## src/rtl/exh_sweep_ctrl_if.sv

```systemverilog
// rtl/exh_sweep_ctrl_if.sv - host and function-pair signal bundle for exh_sweep_ctrl
interface exh_sweep_ctrl_if #(
    parameter int N = 2
);
    // host controls
    logic         start;
    logic         abort;
    // outputs of the two implementations under comparison
    logic         s_in;
    logic         t_in;
    // vector driven to both implementations
    logic [N-1:0] vec;
    // sweep status and results
    logic         busy;
    logic         done;
    logic         pass;
    logic [N:0]   err_cnt;
    logic         fail_valid;
    logic [N-1:0] first_fail;

    // master: the host plus the pair of function blocks
    modport master (
        output start, abort, s_in, t_in,
        input  vec, busy, done, pass, err_cnt, fail_valid, first_fail
    );

    // slave: the sweep controller
    modport slave (
        input  start, abort, s_in, t_in,
        output vec, busy, done, pass, err_cnt, fail_valid, first_fail
    );
endinterface

```

## src/rtl/exh_sweep_ctrl.sv

```systemverilog
// rtl/exh_sweep_ctrl.sv - exhaustive sweep comparator of two implementations; EXH_SWEEP_GRAY_EN selects Gray vector order
module exh_sweep_ctrl #(
    parameter int N = 2
) (
    input  logic              clk,
    input  logic              rst_n,
    exh_sweep_ctrl_if.slave   bus
);

    typedef enum logic [1:0] {
        ST_IDLE   = 2'd0,
        ST_DRIVE  = 2'd1,
        ST_SAMPLE = 2'd2,
        ST_DONE   = 2'd3
    } state_t;

    localparam logic [N-1:0] IDX_LAST = {N{1'b1}};
    localparam logic [N-1:0] IDX_ONE  = {{(N-1){1'b0}}, 1'b1};
    localparam logic [N:0]   ERR_ONE  = {{N{1'b0}}, 1'b1};

    state_t       state_q,      state_d;
    logic [N-1:0] idx_q,        idx_d;
    logic [N-1:0] vec_q,        vec_d;
    logic         busy_q,       busy_d;
    logic         done_q,       done_d;
    logic         pass_q,       pass_d;
    logic [N:0]   err_cnt_q,    err_cnt_d;
    logic         fail_valid_q, fail_valid_d;
    logic [N-1:0] first_fail_q, first_fail_d;
    logic         mismatch;

    // Sweep index to driven vector: Gray order keeps successive vectors one bit apart.
    function automatic logic [N-1:0] idx_to_vec(input logic [N-1:0] idx);
`ifdef EXH_SWEEP_GRAY_EN
        return idx ^ (idx >> 1);
`else
        return idx;
`endif
    endfunction

    // Next-state and next-output computation; abort beats the SAMPLE compare, start beats abort when idle.
    always_comb begin
        state_d      = state_q;
        idx_d        = idx_q;
        busy_d       = busy_q;
        done_d       = done_q;
        pass_d       = pass_q;
        err_cnt_d    = err_cnt_q;
        fail_valid_d = fail_valid_q;
        first_fail_d = first_fail_q;
        mismatch     = bus.s_in ^ bus.t_in;

        case (state_q)
            ST_IDLE, ST_DONE: begin
                if (bus.start) begin
                    state_d      = ST_DRIVE;
                    idx_d        = '0;
                    busy_d       = 1'b1;
                    done_d       = 1'b0;
                    pass_d       = 1'b0;
                    err_cnt_d    = '0;
                    fail_valid_d = 1'b0;
                    first_fail_d = '0;
                end
            end
            ST_DRIVE: begin
                if (bus.abort) begin
                    state_d = ST_IDLE;
                    busy_d  = 1'b0;
                    done_d  = 1'b0;
                    pass_d  = 1'b0;
                end else begin
                    state_d = ST_SAMPLE;
                end
            end
            ST_SAMPLE: begin
                if (bus.abort) begin
                    state_d = ST_IDLE;
                    busy_d  = 1'b0;
                    done_d  = 1'b0;
                    pass_d  = 1'b0;
                end else begin
                    if (mismatch) begin
                        err_cnt_d = err_cnt_q + ERR_ONE;
                        if (!fail_valid_q) begin
                            fail_valid_d = 1'b1;
                            first_fail_d = vec_q;
                        end
                    end
                    if (idx_q == IDX_LAST) begin
                        state_d = ST_DONE;
                        busy_d  = 1'b0;
                        done_d  = 1'b1;
                        pass_d  = (err_cnt_d == '0);
                    end else begin
                        state_d = ST_DRIVE;
                        idx_d   = idx_q + IDX_ONE;
                    end
                end
            end
            default: begin
                state_d = ST_IDLE;
                busy_d  = 1'b0;
                done_d  = 1'b0;
                pass_d  = 1'b0;
            end
        endcase

        vec_d = idx_to_vec(idx_d);
    end

    // State and registered outputs; reset clears everything without waiting for a clock.
    always_ff @(posedge clk or negedge rst_n) begin
        if (!rst_n) begin
            state_q      <= ST_IDLE;
            idx_q        <= '0;
            vec_q        <= '0;
            busy_q       <= 1'b0;
            done_q       <= 1'b0;
            pass_q       <= 1'b0;
            err_cnt_q    <= '0;
            fail_valid_q <= 1'b0;
            first_fail_q <= '0;
        end else begin
            state_q      <= state_d;
            idx_q        <= idx_d;
            vec_q        <= vec_d;
            busy_q       <= busy_d;
            done_q       <= done_d;
            pass_q       <= pass_d;
            err_cnt_q    <= err_cnt_d;
            fail_valid_q <= fail_valid_d;
            first_fail_q <= first_fail_d;
        end
    end

    assign bus.vec        = vec_q;
    assign bus.busy       = busy_q;
    assign bus.done       = done_q;
    assign bus.pass       = pass_q;
    assign bus.err_cnt    = err_cnt_q;
    assign bus.fail_valid = fail_valid_q;
    assign bus.first_fail = first_fail_q;

endmodule

```

## src/flat_wrapper.sv

```systemverilog
// flat-port wrapper written by rule: the top's interface ports become plain ports
module exh_sweep_ctrl_flat 
#(
    parameter int N = 2
)
  (clk, rst_n, bus_start, bus_abort, bus_s_in, bus_t_in, bus_vec, bus_busy, bus_done, bus_pass, bus_err_cnt, bus_fail_valid, bus_first_fail);
  exh_sweep_ctrl_if #(.N(N)) bus_i ();
  input  logic clk;
  input  logic rst_n;
  input wire logic [$bits(bus_i.start)-1:0] bus_start;
  input wire logic [$bits(bus_i.abort)-1:0] bus_abort;
  input wire logic [$bits(bus_i.s_in)-1:0] bus_s_in;
  input wire logic [$bits(bus_i.t_in)-1:0] bus_t_in;
  output wire logic [$bits(bus_i.vec)-1:0] bus_vec;
  output wire logic [$bits(bus_i.busy)-1:0] bus_busy;
  output wire logic [$bits(bus_i.done)-1:0] bus_done;
  output wire logic [$bits(bus_i.pass)-1:0] bus_pass;
  output wire logic [$bits(bus_i.err_cnt)-1:0] bus_err_cnt;
  output wire logic [$bits(bus_i.fail_valid)-1:0] bus_fail_valid;
  output wire logic [$bits(bus_i.first_fail)-1:0] bus_first_fail;
  assign bus_i.start = bus_start;
  assign bus_i.abort = bus_abort;
  assign bus_i.s_in = bus_s_in;
  assign bus_i.t_in = bus_t_in;
  assign bus_vec = bus_i.vec;
  assign bus_busy = bus_i.busy;
  assign bus_done = bus_i.done;
  assign bus_pass = bus_i.pass;
  assign bus_err_cnt = bus_i.err_cnt;
  assign bus_fail_valid = bus_i.fail_valid;
  assign bus_first_fail = bus_i.first_fail;
  exh_sweep_ctrl #(.N(N)) u_core (.clk(clk), .rst_n(rst_n), .bus(bus_i));
endmodule
```

## config.mk

```make
export PLATFORM = sky130hd
export DESIGN_NAME = exh_sweep_ctrl_flat
export DESIGN_NICKNAME = d
export VERILOG_FILES = /design/src/rtl/exh_sweep_ctrl_if.sv /design/src/rtl/exh_sweep_ctrl.sv /design/src/flat_wrapper.sv
export SDC_FILE = /design/constraint.sdc
export NUM_CORES = 1
export LEC_CHECK = 0
export ABC_AREA = 1
export CELL_PAD_IN_SITES_DETAIL_PLACEMENT = 1
export CELL_PAD_IN_SITES_GLOBAL_PLACEMENT = 1
export CORE_MARGIN = 2
export CORE_UTILIZATION = 38
export CTS_CLUSTER_SIZE = 24
export DETAILED_ROUTE_END_ITERATION = 16
export GPL_ROUTABILITY_DRIVEN = 0
export PLACE_DENSITY = 0.89
export SLEW_MARGIN = 20
export SYNTH_ARGS = -nofsm -noshare
export SYNTH_HDL_FRONTEND = slang
export SYNTH_SLANG_ARGS = --single-unit
```

## constraint.sdc

```tcl
create_clock -name clk -period 3.4 [get_ports clk]
set_input_delay 0.85 -clock clk [delete_from_list [all_inputs] [get_ports clk]]
set_output_delay 0.85 -clock clk [all_outputs]
set_load 0.01 [all_outputs]
```

Yosys cells after proc, flatten, opt, wreduce, memory -nomap -nowiden

Cells that the tools add are included.
W data, S select, Z words.

$add $sub $neg: 2
Equality and inequality tests: 11
Muxes and demuxes: 34
Bitwise operators: 1
Reductions and logical operators: 9

Operator list:

| cell                  | number |
|---|---|
| $mux W2               | 10 |
| $mux W3               | 5 |
| $mux W1               | 11 |
| $ne A2 B2 Y1 const B  | 5 |
| $pmux W1 S3           | 3 |
| $pmux W2 S2           | 2 |
| $reduce_and A4 Y1     | 2 |
| $eq A2 B2 Y1 const B  | 3 |
| $pmux W2 S3           | 1 |
| $pmux W3 S2           | 1 |
| $reduce_and A3 Y1     | 2 |
| $reduce_and A5 Y1     | 1 |
| $add A3 B1 Y3 const B | 1 |
| $logic_not A3 Y1      | 1 |
| $ne A3 B2 Y1 const B  | 1 |
| $add A2 B1 Y2 const B | 1 |
| $eq A2 B1 Y1 const B  | 1 |
| $logic_not A2 Y1      | 1 |
| $ne A2 B1 Y1 const B  | 1 |
| $pmux W1 S2           | 1 |
| $reduce_bool A2 Y1    | 1 |
| $reduce_or A2 Y1      | 1 |
| $xor A1 B1 Y1         | 1 |

Register bits after elaboration: 13
Bits of input ports: 6
Output and inout bits: 11
Logic and storage cells: 65

Logic depth before layout (Yosys ltp)

Word-level depth: 8
Mapped depth: 8
Gate-level depth less buffers: 8

Worst setup path after synthesis

OpenSTA, ideal clock, no wires.

Path type: input port to flip-flop
Start point: input port bus_start
End point: register u_core.first_fail_q[0] (netlist: u_core.bus.first_fail[0])
Library setup time: 121 ps
Arrival time: 1372 ps
Data required time: 3279 ps
Path slack: 1908 ps
Stages: 7
Path buffers: 0
Cells stage by stage: inv_1 -> nand2_4 -> nand2_2 -> a21oi_4 -> nand2_2 -> nand2_1 -> o21ai_1

Cells in the longest elaborated chain, start to end: 2

Ends and longest elaborated chain:

| element                     | line                  | text |
|---|---|---|
| start, declared             | flat_wrapper.sv:10    | `input wire logic [$bits(bus_i.start)-1:0] bus_start;` |
| $ne A2 B2 Y1 (no line)      | --                    |  |
| $reduce_and A5 Y1 (no line) | --                    |  |
| end signal, assigned        | exh_sweep_ctrl.sv:133 | `first_fail_q <= first_fail_d;` |
| end, declared               | exh_sweep_ctrl.sv:29  | `logic [N-1:0] first_fail_q, first_fail_d;` |

No other way between the ends.
A chain may end at the register's enable or synchronous reset.

==> flow_metrics.py <==
metrics = {
    "global_route": {
        "grt_pass1_wl_mm": 3.26,
        "grt_max_degree": 14,
        "groute.usage.overall": 0.177,
        "grt_pass1_vias": 753,
        "antenna_found_initial": 0,
        "gr-total-overflow": 0,
    },
    "critical_path": {
        "cp_data_required_time_ns": 2.55,
        "critPathMaxFanout": 5,
        "worstSetupEndpointType": "output port",
        "r2r_cells": 8,
        "crit_family": "buffers and inverters",
        "slowest_stage": "clkdlybuf4s50_1",
        "cp_num_cells": 1,
        "max_stage_delay_ns": 0.56,
        "path_class": "reg -> out",
        "path_buf_inv": 1,
        "path_cells": "clkdlybuf4s50_1",
        "worstPathArrival_ns": 1.25,
        "crit_path_start_kind": "flop",
    },
    "die": {
        "core-area_mm2": 0.00194,
        "die_x_um": 49.2,
        "rows": 16,
        "die_y_um": 49.2,
        "initial_core_util": 0.400,
        "dieArea_mm2": 0.00242,
        "pin_count": 17,
    },
    "cts": {
        "post_cts_resized": 0,
        "htreeDepth": 1,
        "cts.path.max_buffers": 2,
        "cts_hold_buf": 0,
        "cts-root-buf": "clkbuf_4",
        "cts_sinks": 13,
        "clk_pin_slew_ns": 0.08,
        "cts_tree": "yes",
        "cts_setup_buffers": 0,
        "cts-buffers-inserted": 3,
        "clk_latency_ns": 0.28,
    },
    "power": {
        "switchingPower_uw": 365,
        "p_int_uw": 417,
        "vdd_ir_drop_max_v": 0.000352,
        "sw_frac_of_total": 0.466,
        "p_seq_frac": 0.294,
        "power_frac_comb": 0.580,
        "clkPwrFrac": 0.126,
        "p_leak_uw": 0.000464,
        "power.density_mw_per_mm2": 784,
    },
    "worst_hold_path": {
        "hold_depth": 2,
        "hold_path.class": "reg -> reg",
    },
    "cells_and_area": {
        "layout-drive-gt1-share": 0.128,
        "n_antenna_cell": 0,
        "syn2layout_area_growth_pct": 28.3,
        "final_cell_mix": "nand2_1, clkdlybuf4s50_1, inv_1, dfrtp_1",
        "nets": 129,
        "utilization": 0.514,
        "fillers": 251,
        "final_common_cell": "nand2_1",
    },
    "yosys": {
        "ys_seq_area_frac": 0.419,
        "ys_types": 18,
        "syn_inst": 97,
        "synth_area_um2": 777,
        "synth-seq-cells": 13,
        "yosysWarnings": 0,
        "synth_nets": 108,
        "syn_area_per_cell_um2": 8.01,
    },
    "detailed_routing": {
        "antenna_left": 0,
        "vias": 706,
        "firstDrtPassIters": 2,
        "drt_iter0_markers": 12,
        "routedWlPerCell_um": 12.9,
        "drc": 0,
        "postRouteWirelength_mm": 1.85,
        "via_per_inst": 4.90,
    },
    "timing": {
        "worst_pin_slew_ns": 0.574,
        "rsz0062_at_grt": "no",
        "finalMaxSlewViolations": 0,
        "setup_viol_count_final": 0,
        "timing.final.crit_share": 0.618,
        "max_slew_margin": 0.616,
        "hold_violations": 0,
        "timing.fmax_mhz": 476,
        "setup_tns_ns": 0,
        "finClkSkew_ns": 0.00163,
        "min_period_ns": 2.10,
    },
    "job": {
        "maxCapViolCount": 0,
    },
    "placed_design": {
        "dp_hpwl_mm": 1.49,
        "port_buffers": 16,
    },
    "outcome": {
        "status": "finished, final reports clean",
    },
}
cell families (layout without fill, tap and decap cells):
family                     after synthesis  count (layout)  synth area share
xor gates and xnor gates                 1               1            0.0113
DFF                                     13              13             0.419
AOI/OAI and AO/OA                       18              18             0.151
buffers and inverters                   14              34            0.0676
adders and majority gates                5               5            0.0805
and+or+nand+nor                         46              46             0.271
final cells by class:
class / count / area (um2) / share of cell area
Multi-Input combinational cell: 70 / 399 / 0.400
Sequential cell: 13 / 325 / 0.326
Timing Repair Buffer: 16 / 160 / 0.161
Inverter: 14 / 52.6 / 0.0527
Tap cell: 27 / 33.8 / 0.0339
Clock buffer: 4 / 26.3 / 0.0263
Yosys cell counts:
master / number / area (um2)
dfrtp_1: 13 / 325
o21ai_0: 7 / 35.0
nand3_2: 1 / 10.0
o21ai_2: 3 / 26.3
nor2_1: 4 / 15.0
nand3_1: 7 / 35.0
nand2_4: 1 / 11.3
inv_1: 13 / 48.8
or2_1: 1 / 6.26
o31ai_1: 2 / 15.0
ha_1: 5 / 62.6
a21oi_4: 1 / 16.3
nand2_1: 27 / 101
nand2_2: 4 / 25.0
nor2_2: 1 / 6.26
inv_2: 1 / 3.75
o21ai_1: 5 / 25.0
xnor2_1: 1 / 8.76
metal layers:
layer | vias to the layer above | wire length [um] | global-route usage
li1 | 353 | - | -
met1 | 336 | 874 | 0.224
met2 | 12 | 891 | 0.297
met3 | 5 | 57 | 0.0307
met4 | 0 | 31 | 0.0714
met5 | - | 0 | 0
power groups by stage:
stage               clock network, uW  logic [uW]  registers [uW]
floorplan                           0         300             240
global placement                    0         433             231
detailed placement                  0         455             232
CTS                               103         461             230
global route                      111         502             237
finish                           98.8         454             230
path summary, 6_finish.rpt:
path / from / endpoint / slack [ns]
setup / recovery: u_core.idx_q[0] / bus_vec[0] / 1.30
hold / removal: u_core.bus.done / u_core.bus.done / 0.49
setup reg to reg: u_core.state_q[0] / u_core.bus.first_fail[1] / 1.88
hold reg to reg: u_core.bus.done / u_core.bus.done / 0.49
max in group asynchronous: rst_n / u_core.idx_q[0] / 2.10
min in group asynchronous: rst_n / u_core.bus.err_cnt[2] / 0.93
sequential cells by signal, indices dropped and copies added, names as in the netlist:
name                   cells
u_core.state_q             2
u_core.bus.pass            1
u_core.bus.first_fail      2
u_core.bus.busy            1
u_core.bus.err_cnt         3
u_core.bus.done            1
u_core.bus.fail_valid      1
u_core.idx_q               2
through the flow:
| step | cell area, um2 | hold WS [ns] | std cells | total power [uW] | worst slack, ns |
|---|---|---|---|---|---|
| after floorplan | 777 | 0.515 | 97 | 540 | 1.91 |
| after global placement | 971 | 0.463 | 140 | 664 | 1.36 |
| after global routing | 997 | 0.508 | 144 | 850 | 1.24 |
| final | 997 | 0.487 | 144 | 782 | 1.30 |
| after detailed placement | 971 | 0.468 | 140 | 688 | 1.27 |
| after CTS | 997 | 0.490 | 144 | 794 | 1.29 |
Power figures use the tool's default switching activity.
